$ cat config.mk
export PLATFORM = sky130hd
export DESIGN_NAME = inst_encoder
export DESIGN_NICKNAME = d
export VERILOG_FILES = /design/src/rtl/inst_encoder.sv
export SDC_FILE = /design/constraint.sdc
export NUM_CORES = 1
export LEC_CHECK = 0
export CAP_MARGIN = 5
export CORE_MARGIN = 4
export CORE_UTILIZATION = 50
export CTS_BUF_LIST = sky130_fd_sc_hd__clkbuf_2
export CTS_CLUSTER_DIAMETER = 200
export DETAILED_ROUTE_END_ITERATION = 12
export PLACE_DENSITY_LB_ADDON = 0.1
export SETUP_SLACK_MARGIN = 0.2
export SYNTH_ARGS = -nofsm -noshare
export SYNTH_HDL_FRONTEND = slang
export SYNTH_SLANG_ARGS = --single-unit
$ cat constraint.sdc
create_clock -name clk -period 8.35 [get_ports clk]
set_clock_uncertainty 0.05 [all_clocks]
set_input_delay 1.67 -clock clk [delete_from_list [all_inputs] [get_ports clk]]
set_output_delay 1.67 -clock clk [all_outputs]
set_load 0.1 [all_outputs]
$ cat src/rtl/inst_encoder.sv
// Packs opcode, register/funct fields and a signed immediate into an RV32 word,
// validates the immediate, and streams accepted words into instruction memory.
module inst_encoder #(
    parameter logic [31:0] BASE_ADDR = 32'h0000_0000,
    parameter logic [31:0] ADDR_STEP = 32'd4
) (
    input  logic        clk,
    input  logic        rst,
    input  logic        in_valid,
    output logic        in_ready,
    input  logic [6:0]  opcode,
    input  logic [4:0]  rd,
    input  logic [4:0]  rs1,
    input  logic [4:0]  rs2,
    input  logic [2:0]  funct3,
    input  logic [6:0]  funct7,
    input  logic [31:0] imm,
    input  logic        restart,
    output logic        mem_we,
    output logic [31:0] mem_addr,
    output logic [31:0] mem_wdata,
    input  logic        mem_ready,
    output logic        err,
    output logic [1:0]  err_code,
    output logic [15:0] inst_count
);
    localparam logic [6:0] OP_R    = 7'b0110011;
    localparam logic [6:0] OP_ADDI = 7'b0010011;
    localparam logic [6:0] OP_LW   = 7'b0000011;
    localparam logic [6:0] OP_S    = 7'b0100011;
    localparam logic [6:0] OP_B    = 7'b1100011;
    localparam logic [6:0] OP_J    = 7'b1101111;

    localparam logic [1:0] EC_NONE  = 2'd0;
    localparam logic [1:0] EC_OPC   = 2'd1;
    localparam logic [1:0] EC_RANGE = 2'd2;
    localparam logic [1:0] EC_ALIGN = 2'd3;

    typedef enum logic [1:0] {IDLE, ENC, WRITE, ERR} state_t;

    state_t             r_state;
    state_t             w_next;
    logic [6:0]         r_opcode;
    logic [6:0]         r_funct7;
    logic [4:0]         r_rd;
    logic [4:0]         r_rs1;
    logic [4:0]         r_rs2;
    logic [2:0]         r_funct3;
    logic signed [31:0] r_imm;
    logic [31:0]        w_word;
    logic [1:0]         w_code;
    logic               w_fit12;
    logic               w_fit13;
    logic               w_fit21;

    function automatic logic [15:0] sat_inc(input logic [15:0] v);
        return (v == 16'hFFFF) ? v : v + 16'd1;
    endfunction

    always_ff @(posedge clk or posedge rst) begin
        if (rst) r_state <= IDLE;
        else     r_state <= w_next;
    end

    always_comb begin
        w_next = r_state;
        case (r_state)
            IDLE:  if (in_valid && !restart) w_next = ENC;
            ENC:   w_next = (w_code == EC_NONE) ? WRITE : ERR;
            WRITE: if (mem_ready) w_next = IDLE;
            ERR:   w_next = IDLE;
        endcase
    end

    always_comb begin
        in_ready = (r_state == IDLE) && !restart;
        mem_we   = (r_state == WRITE);
        err      = (r_state == ERR);
    end

    // Field capture is data only; it is qualified by the handshake, not reset.
    always_ff @(posedge clk) begin
        if (r_state == IDLE && in_valid && !restart) begin
            r_opcode <= opcode;
            r_funct7 <= funct7;
            r_rd     <= rd;
            r_rs1    <= rs1;
            r_rs2    <= rs2;
            r_funct3 <= funct3;
            r_imm    <= imm;
        end
    end

    // An immediate fits N signed bits when everything above bit N-2 is a sign copy.
    assign w_fit12 = (&r_imm[31:11]) || !(|r_imm[31:11]);
    assign w_fit13 = (&r_imm[31:12]) || !(|r_imm[31:12]);
    assign w_fit21 = (&r_imm[31:20]) || !(|r_imm[31:20]);

    always_comb begin
        w_word = 32'd0;
        w_code = EC_NONE;
        case (r_opcode)
            OP_R: w_word = {r_funct7, r_rs2, r_rs1, r_funct3, r_rd, r_opcode};
            OP_ADDI, OP_LW: begin
                w_word = {r_imm[11:0], r_rs1, r_funct3, r_rd, r_opcode};
                if (!w_fit12) w_code = EC_RANGE;
            end
            OP_S: begin
                w_word = {r_imm[11:5], r_rs2, r_rs1, r_funct3, r_imm[4:0], r_opcode};
                if (!w_fit12) w_code = EC_RANGE;
            end
            OP_B: begin
                w_word = {r_imm[12], r_imm[10:5], r_rs2, r_rs1, r_funct3,
                          r_imm[4:1], r_imm[11], r_opcode};
                if (r_imm[0])      w_code = EC_ALIGN;
                else if (!w_fit13) w_code = EC_RANGE;
            end
            OP_J: begin
                w_word = {r_imm[20], r_imm[10:1], r_imm[11], r_imm[19:12], r_rd, r_opcode};
                if (r_imm[0])      w_code = EC_ALIGN;
                else if (!w_fit21) w_code = EC_RANGE;
            end
            default: w_code = EC_OPC;
        endcase
    end

    always_ff @(posedge clk or posedge rst) begin
        if (rst) begin
            mem_addr   <= BASE_ADDR;
            mem_wdata  <= 32'd0;
            err_code   <= EC_NONE;
            inst_count <= 16'd0;
        end else begin
            case (r_state)
                IDLE: begin
                    if (restart) begin
                        mem_addr   <= BASE_ADDR;
                        inst_count <= 16'd0;
                    end
                end
                ENC: begin
                    err_code <= w_code;
                    if (w_code == EC_NONE) mem_wdata <= w_word;
                end
                WRITE: begin
                    if (mem_ready) begin
                        mem_addr   <= mem_addr + ADDR_STEP;
                        inst_count <= sat_inc(inst_count);
                    end
                end
                default: ;
            endcase
        end
    end
endmodule

[Word level (Yosys, flattened, before mapping)]
Cells that the tools add are included.
Storage, ports and cells
  flip-flop bits (word level): 148
Cells by class
  mux-type cells: 18
  add/subtract/negate cells: 2
  reduce and logical (&&, ||, !) cells: 26
  eq/ne operators: 14
Operators by type and width (number)
  $pmux 32 s5: 1
  $mux 32: 2
  $pmux 32 s2: 1
  $mux 16: 3
  $add 32x3->32 const B: 1
  $pmux 16 s2: 1
  $reduce_and 21->1: 1
  $reduce_or 21->1: 1
  $reduce_and 20->1: 1
  $reduce_or 20->1: 1
  $add 16x1->16 const B: 1
  $eq 16x16->1 const B: 1
  $pmux 2 s4: 2
  $eq 7x6->1 const B: 2
  $eq 7x7->1 const B: 2
  $mux 2: 7
  $reduce_and 12->1: 1
  $reduce_or 12->1: 1
  $eq 7x2->1 const B: 1
  $eq 7x5->1 const B: 1
  $ne 2x2->1 const B: 3
  $eq 2x2->1 const B: 2
  $logic_and 1x1->1: 4
  $logic_not 1->1: 4
  11 further kinds: 15

[Longest topological paths before layout]
Gate-level depths: netlist of the first run.
  depth in word-level cells: 9
  mapped depth: 8
  gate-level depth less buffers: 7

[Least setup slack after synthesis of the first run]
No wires, ideal clock.
  path kind: in2reg
  start: input port restart
  end: register r_funct3[0] (enable)
  stages on the path: 2
  path buffers: 0
  setup slack: 2389 ps
  setup time: 429 ps
  arrival: 5482 ps
  cells stage by stage: nor3_1 and2_1
Between the ends
  cells in the longest elaborated chain, start to end: 2
RTL lines
  from (decl): line 18  | input logic restart,
  $logic_not 1->1: line 83  | if (r_state == IDLE && in_valid && !restart) begin
  $logic_and 1x1->1: line 83
  to (signal assigned): line 89  | r_funct3 <= funct3;
  to (decl): line 48  | logic [2:0] r_funct3;
No other way between the ends.
A chain may end at the register's enable or synchronous reset.

[Worst setup path in the final report of the first run]
  start: input port restart
  end: output port in_ready
Between the ends
  cells in the longest elaborated chain, start to end: 2
RTL lines
  $logic_not 1->1: line 76  | in_ready = (r_state == IDLE) && !restart;
  $logic_and 1x1->1: line 76
  to (decl): line 10  | output logic in_ready,
No other way between the ends.

==> reports/qor.yml, run 1 <==
status: "finished, final reports clean"
worstMarginPinSlew_ps: 1050
grt.overflow.total: 0
ys.flop_type: "dfrtp_1"
final_antenna_net_count: 0
relSlewSlack_pct: 29.9
pre_cts_ws_ps: 2990
clkLatencyLatePin_ps: 690
ys_seq_elements: 146
numClockSinks: 146
antenna-diode-count: 0
rsz0062_at_grt: "false"
fillers: 918
grt_first_pass_wirelength_um: 21300
synth.cell_area_mm2: 0.00626
critPathTopFamily: "buffers and inverters"
syn_inst: 481
hold_viol: 0
multi_input_area_mm2: 0.00216
fp.dieW_um: 120
required_ps: 6630
p_per_area_mw_per_mm2: 213
drt_iter0_drc: 325
cts_resized: 0
final_util_pct: 67.6
place.gp.congestion: 0.822
regArea_mm2: 0.00397
cts.path.max_buffers: 2
final_common_cell: "clkdlybuf4s50_1"
route.vias.total: 4351
final_cells: 822
viasPerCell: 5.29
num_rows: 40
setup_tns_ps: 0
clock.fmax_ghz: 0.187
nets: 712
portBuffers: 151
crit_path_max_fanout: 3
initial_core_util_pct: 51.5
drc: 0
ys_types: 50
slew_violations: 0
crit_path_end_kind: "primary output"
wl_per_cell_um: 15.9
p_leak_nw: 3.28
post_cts_buffers: 0
setup_viol: 0
first_pass_iters: 6
antenna_found_initial: 0
cp.arrival_ps: 3620
path_buf_inv: 2
period_share_pct: 64.0
wl_met2_um: 6550
mostFrequentLayoutCells: "clkdlybuf4s50_1, dfrtp_1, edfxtp_1, nor2_1, nand2_1"
synth_top_cell_by_area: "dfrtp_1"
wirelength_um: 13100
total_power_w: 0.00175
ys_warn_count: 0
setup.worst_path.start_class: "input port"
grt_pass1_vias: 4296
hold_buffers: 0
setup_slack_ps: 3010
layout-area-overhead-vs-synth_pct: 31.3
fin_crit_ps: 5340
async_flop_share_pct: 56.2
die_area_mm2: 0.0144
dp_cells: 790
route.top_layer_used: "met4"
core_region_area_mm2: 0.0122
grtUsageTotal_pct: 18.6
yosysTopAreaCellShare_pct: 32.8
max-cap-violations: 0
vdd_drop_max_v: 0.000131
cts-root-buf: "clkbuf_2"
worstSetupPathType: "in -> out"
htreeDepth: 4
met3_length_um: 743
seq_area_frac_synth_pct: 63.4
synth_area_leaders: "dfrtp_1, edfxtp_1, mux2_4, a22o_1, nor2_1"
hold_path.class: "reg -> reg"
syn_area_per_cell_um2: 13.0
synth-edff-count: 64
cpPeakStageDelay_ps: 1200
crit_slowest_cell: "clkdlybuf4s50_1"
cts_made_buffers: 17
wirelength_met1_um: 5670
die_y_um: 120
path_cells: "clkdlybuf4s50_1, nor3_1, clkdlybuf4s50_1"
cts_tree: "yes"
drive_gt1_share_pct: 11.9
cts.clk_slew.worst_paths_ps: 190
dpl.hpwl_um: 9190
grt_max_degree: 83
path_common_cell: "clkdlybuf4s50_1"
ios: 154
==> final cells by class <==
cell class / instances / area share (%)
tap: 168 / 2.56
inverter: 12 / 0.563
timing repair buffer: 155 / 18.7
multi-input combinational: 309 / 26.3
clock inverter: 15 / 2.50
clock buffer: 17 / 1.03
sequential: 146 / 48.3
==> kinds of logic (layout without fill, tap and decap cells) <==
group,Yosys count,count (layout),share of synthesized area (%)
muxes,32,32,7.21
and+or+nand+nor,176,176,14.8
xor gates and xnor gates,34,34,4.75
DFF,146,146,63.4
adders and majority gates,2,2,0.399
other,1,2,0.0599
AOI/OAI and AO/OA,63,63,7.07
buffers and inverters,27,199,2.22
==> registers in the layout, summed over array words and instances, names as in the netlist, 3 cells and up <==
| signal | cells |
|---|---|
| r_rd | 5 |
| r_rs2 | 5 |
| mem_addr | 30 |
| r_rs1 | 5 |
| mem_wdata | 32 |
| r_funct3 | 3 |
| r_imm | 32 |
| inst_count | 16 |
| r_funct7 | 7 |
| r_opcode | 7 |
==> report_power, final <==
group / switching [W] / internal [W] / total (W)
clock: 0.000258 / 0.000200 / 0.000458
combinational: 0.000314 / 0.000113 / 0.000427
sequential: 0.0000461 / 0.000821 / 0.000867
==> path summary, 6_finish.rpt <==
kind                                   start        endpoint  slack (ps)  cells past startpoint
min in group asynchronous                rst   mem_wdata[16]        1530                      3
worst max register to register     r_imm[29]    mem_wdata[9]        5380                      7
worst max-delay path                 restart        in_ready        3010                      3
max in group asynchronous                rst  inst_count[10]        6020                      3
worst min register to register  mem_wdata[1]    mem_wdata[1]         440                      1
worst min-delay path            mem_wdata[1]    mem_wdata[1]         440                      1
==> through the flow <==
stage          instance area [um^2]  hold WS, ps
2_1_floorplan                  6270          492
3_3_place_gp                   7930          400
3_5_place_dp                   7930          405
4_1_cts                        8220          453
5_1_grt                        8220          491
6_report                       8220          444
==> metal layers <==
layer	up-vias	track usage [%]
li1	2085	-
met5	-	0
met2	139	30.5
met3	10	6.36
met1	2117	23.4
met4	0	5.58
==> cells in the mapped netlist (2+ instances only) <==
cell type / n
dfrtp_1: 82
mux2_2: 2
mux2i_1: 4
or2_2: 2
mux2_4: 25
nand3_1: 20
nor2_1: 49
nand4_1: 17
o21ai_0: 16
edfxtp_1: 64
clkbuf_1: 7
nor3_1: 14
and4_1: 3
and2_1: 4
and3_1: 4
nor2b_1: 3
nand2_1: 30
ha_1: 2
nor3_2: 2
xor2_1: 14
xnor2_1: 20
nand2b_1: 3
o22ai_1: 2
or3_1: 7
buf_6: 3
inv_1: 12
buf_4: 4
nor4_1: 9
a21o_1: 2
a22o_1: 22
nor3b_2: 2
a21oi_1: 12
nand4_2: 2
Power figures use the tool's default switching activity.
==> run 2: changes to the inputs <==
CORE_UTILIZATION = 46   (was 50)
clock period = 4.6 ns   (was 8.35 ns; I/O delays follow)
==> run 2 against run 1 <==
Net effect:
- die area grew 8.1%
- sequential power increased by 82%
- worst setup slack worse by 2200 ps
- register-to-register slack worse by 3900 ps
- clock power is 60% higher
- non-clock buffer count increased by 2
- critical endpoint is now mem_we
- largest power group unchanged
==> reports/qor.yml, run 2 (synthesis results as in run 1) <==
status: "finished, final reports clean"
p_comb_share_pct: 25.1  # +0.7 points
period_share_pct: 82.7
setup_slack_ps: 795  # -2210 ps
drc: 0  # unchanged
hold_viol: 0  # unchanged
wl_per_cell_um: 16.3  # +2.9%
hold_buffers: 0  # unchanged
antenna-diode-count: 0  # unchanged
wirelength_um: 13600  # +4.1%
post_cts_buffers: 0  # unchanged
drt_iter0_drc: 241  # -26%
clkLatencyLatePin_ps: 690  # about the same
reg_top3: "mem_wdata x32, r_imm x32, mem_addr x30"
worst-r2r-cell-count: 7  # unchanged
cts_made_buffers: 17  # unchanged
nets: 714  # +0.28%
mostFrequentLayoutCells: "clkdlybuf4s50_1, dfrtp_1, edfxtp_1, nor2_1, nand2_1"
cts.clk_slew.worst_paths_ps: 240  # +50 ps
cp.arrival_ps: 2840  # -780 ps
slew_violations: 0  # unchanged
fp.dieW_um: 125  # +4.0%
route.vias.total: 4312  # -0.90%
initial_core_util_pct: 47.1  # -4.4 points
cts_tree: "yes"
grt_first_pass_wirelength_um: 22000  # +3.2%
worstMarginPinSlew_ps: 1110  # +59.0 ps
fin_crit_ps: 3810
layout-area-overhead-vs-synth_pct: 31.0
place.gp.congestion: 0.800  # -2.7%
p_sw_share_pct: 36.8  # +1.5 points
grt_pass1_vias: 4395  # +2.3%
grtUsageTotal_pct: 17.5  # -1.1 points
core_region_area_mm2: 0.0133  # +9.3%
num_rows: 42  # +5.0%
final_common_cell: "clkdlybuf4s50_1"
vdd_drop_max_v: 0.000191  # +45%
first_pass_iters: 4  # -2
antenna_found_initial: 0  # unchanged
setup_viol: 0  # unchanged
ios: 154  # unchanged
fillers: 1077  # +17%
grt_max_degree: 43  # -48%
cts-root-buf: "clkbuf_2"
final_antenna_net_count: 0  # unchanged
required_ps: 3630  # -3000 ps
portBuffers: 151  # unchanged
rsz0062_at_grt: "false"
cts.path.max_buffers: 2  # unchanged
dpl.hpwl_um: 9960  # +8.3%
p_leak_nw: 3.27  # -0.23%
p_seq_share_pct: 51.2  # +1.7 points
die_area_mm2: 0.0155  # +8.1%
p_clk_share_pct: 23.7  # -2.4 points
crit_path_end_kind: "primary output"
drive_gt1_share_pct: 12.5  # +0.57 points
relSlewSlack_pct: 25.2  # -4.6 points
setup_tns_ps: 0  # unchanged
viasPerCell: 5.18  # -2.1%
htreeDepth: 4  # unchanged
pre_cts_ws_ps: 1320  # -1670 ps
hold_path.class: "in -> async"
intPower_w: 0.00195  # +72%
grt.overflow.total: 0  # unchanged
die_y_um: 125  # +4.0%
clock.fmax_ghz: 0.263
cts_resized: 0  # unchanged
max-cap-violations: 0  # unchanged
crit_path_max_fanout: 7  # +4
numClockSinks: 146  # unchanged
worstSetupPathType: "reg -> out"
p_switching_w: 0.00113  # +84%
p_per_area_mw_per_mm2: 376  # +77%
setup.worst_path.start_class: "register"
run 2: cell count changes in the layout (fill, tap and decap cells not counted), sizes merged:
| cell | previous run | this run |
|---|---|---|
| buf | 4 | 7 |
| clkinv | 7 | 10 |
| inv | 14 | 13 |
| bufinv | 4 | 2 |
| clkdlybuf4s50 | 151 | 150 |
run 2: worst paths after layout:
kind / start / endpoint / slack, ps
max: r_state[1] / mem_we / 790
min: rst / mem_addr[27] / 430
max reg2reg: r_imm[20] / mem_wdata[2] / 1520
min reg2reg: mem_wdata[1] / mem_wdata[1] / 450
max in group asynchronous: rst / err_code[1] / 3240
min in group clk: mem_wdata[1] / mem_wdata[1] / 450
run 2: layout make-up:
type	instances	area [um^2]	area share, %
tap	176	220	2.68
clock inverter	15	159	1.94
inverter	12	46.3	0.564
sequential	146	3970	48.4
timing repair buffer	157	1550	18.9
clock buffer	17	85.1	1.04
multi-input combinational	309	2170	26.4
run 2: metal layers:
layer,track usage [%],vias up,wire (um)
met5,0,-,0
met1,21.6,2084,5790
met3,4.89,11,744
met4,5.61,0,130
met2,29.9,138,6940
li1,-,2079,-
run 2: worst max-delay path: stages (launching register included):
cell and delay (ps):
dfrtp_1 570, nor2b_1 390, clkdlybuf4s50_1 1210
run 2: metrics by stage:
stage / cell area (um^2) / hold slack [ps] / power, W / std cells / util, %
floorplan: 6270 / 492 / 0.00215 / 482 / -
global placement: 7960 / 402 / 0.00238 / 800 / 59.9
detailed placement: 7960 / 408 / 0.00239 / 800 / 59.9
CTS: 8200 / 361 / 0.00313 / 832 / 61.7
global route: 8200 / 361 / 0.00323 / 832 / 61.7
finish: 8200 / 428 / 0.00308 / 832 / 61.7
run 2: power groups by stage:
stage,logic [W],registers (W),clock network [W]
floorplan,0.000300,0.00185,0
CTS,0.000784,0.00158,0.000764
global route,0.000816,0.00159,0.000816
finish,0.000775,0.00158,0.000731
detailed placement,0.000784,0.00160,0
global placement,0.000777,0.00160,0
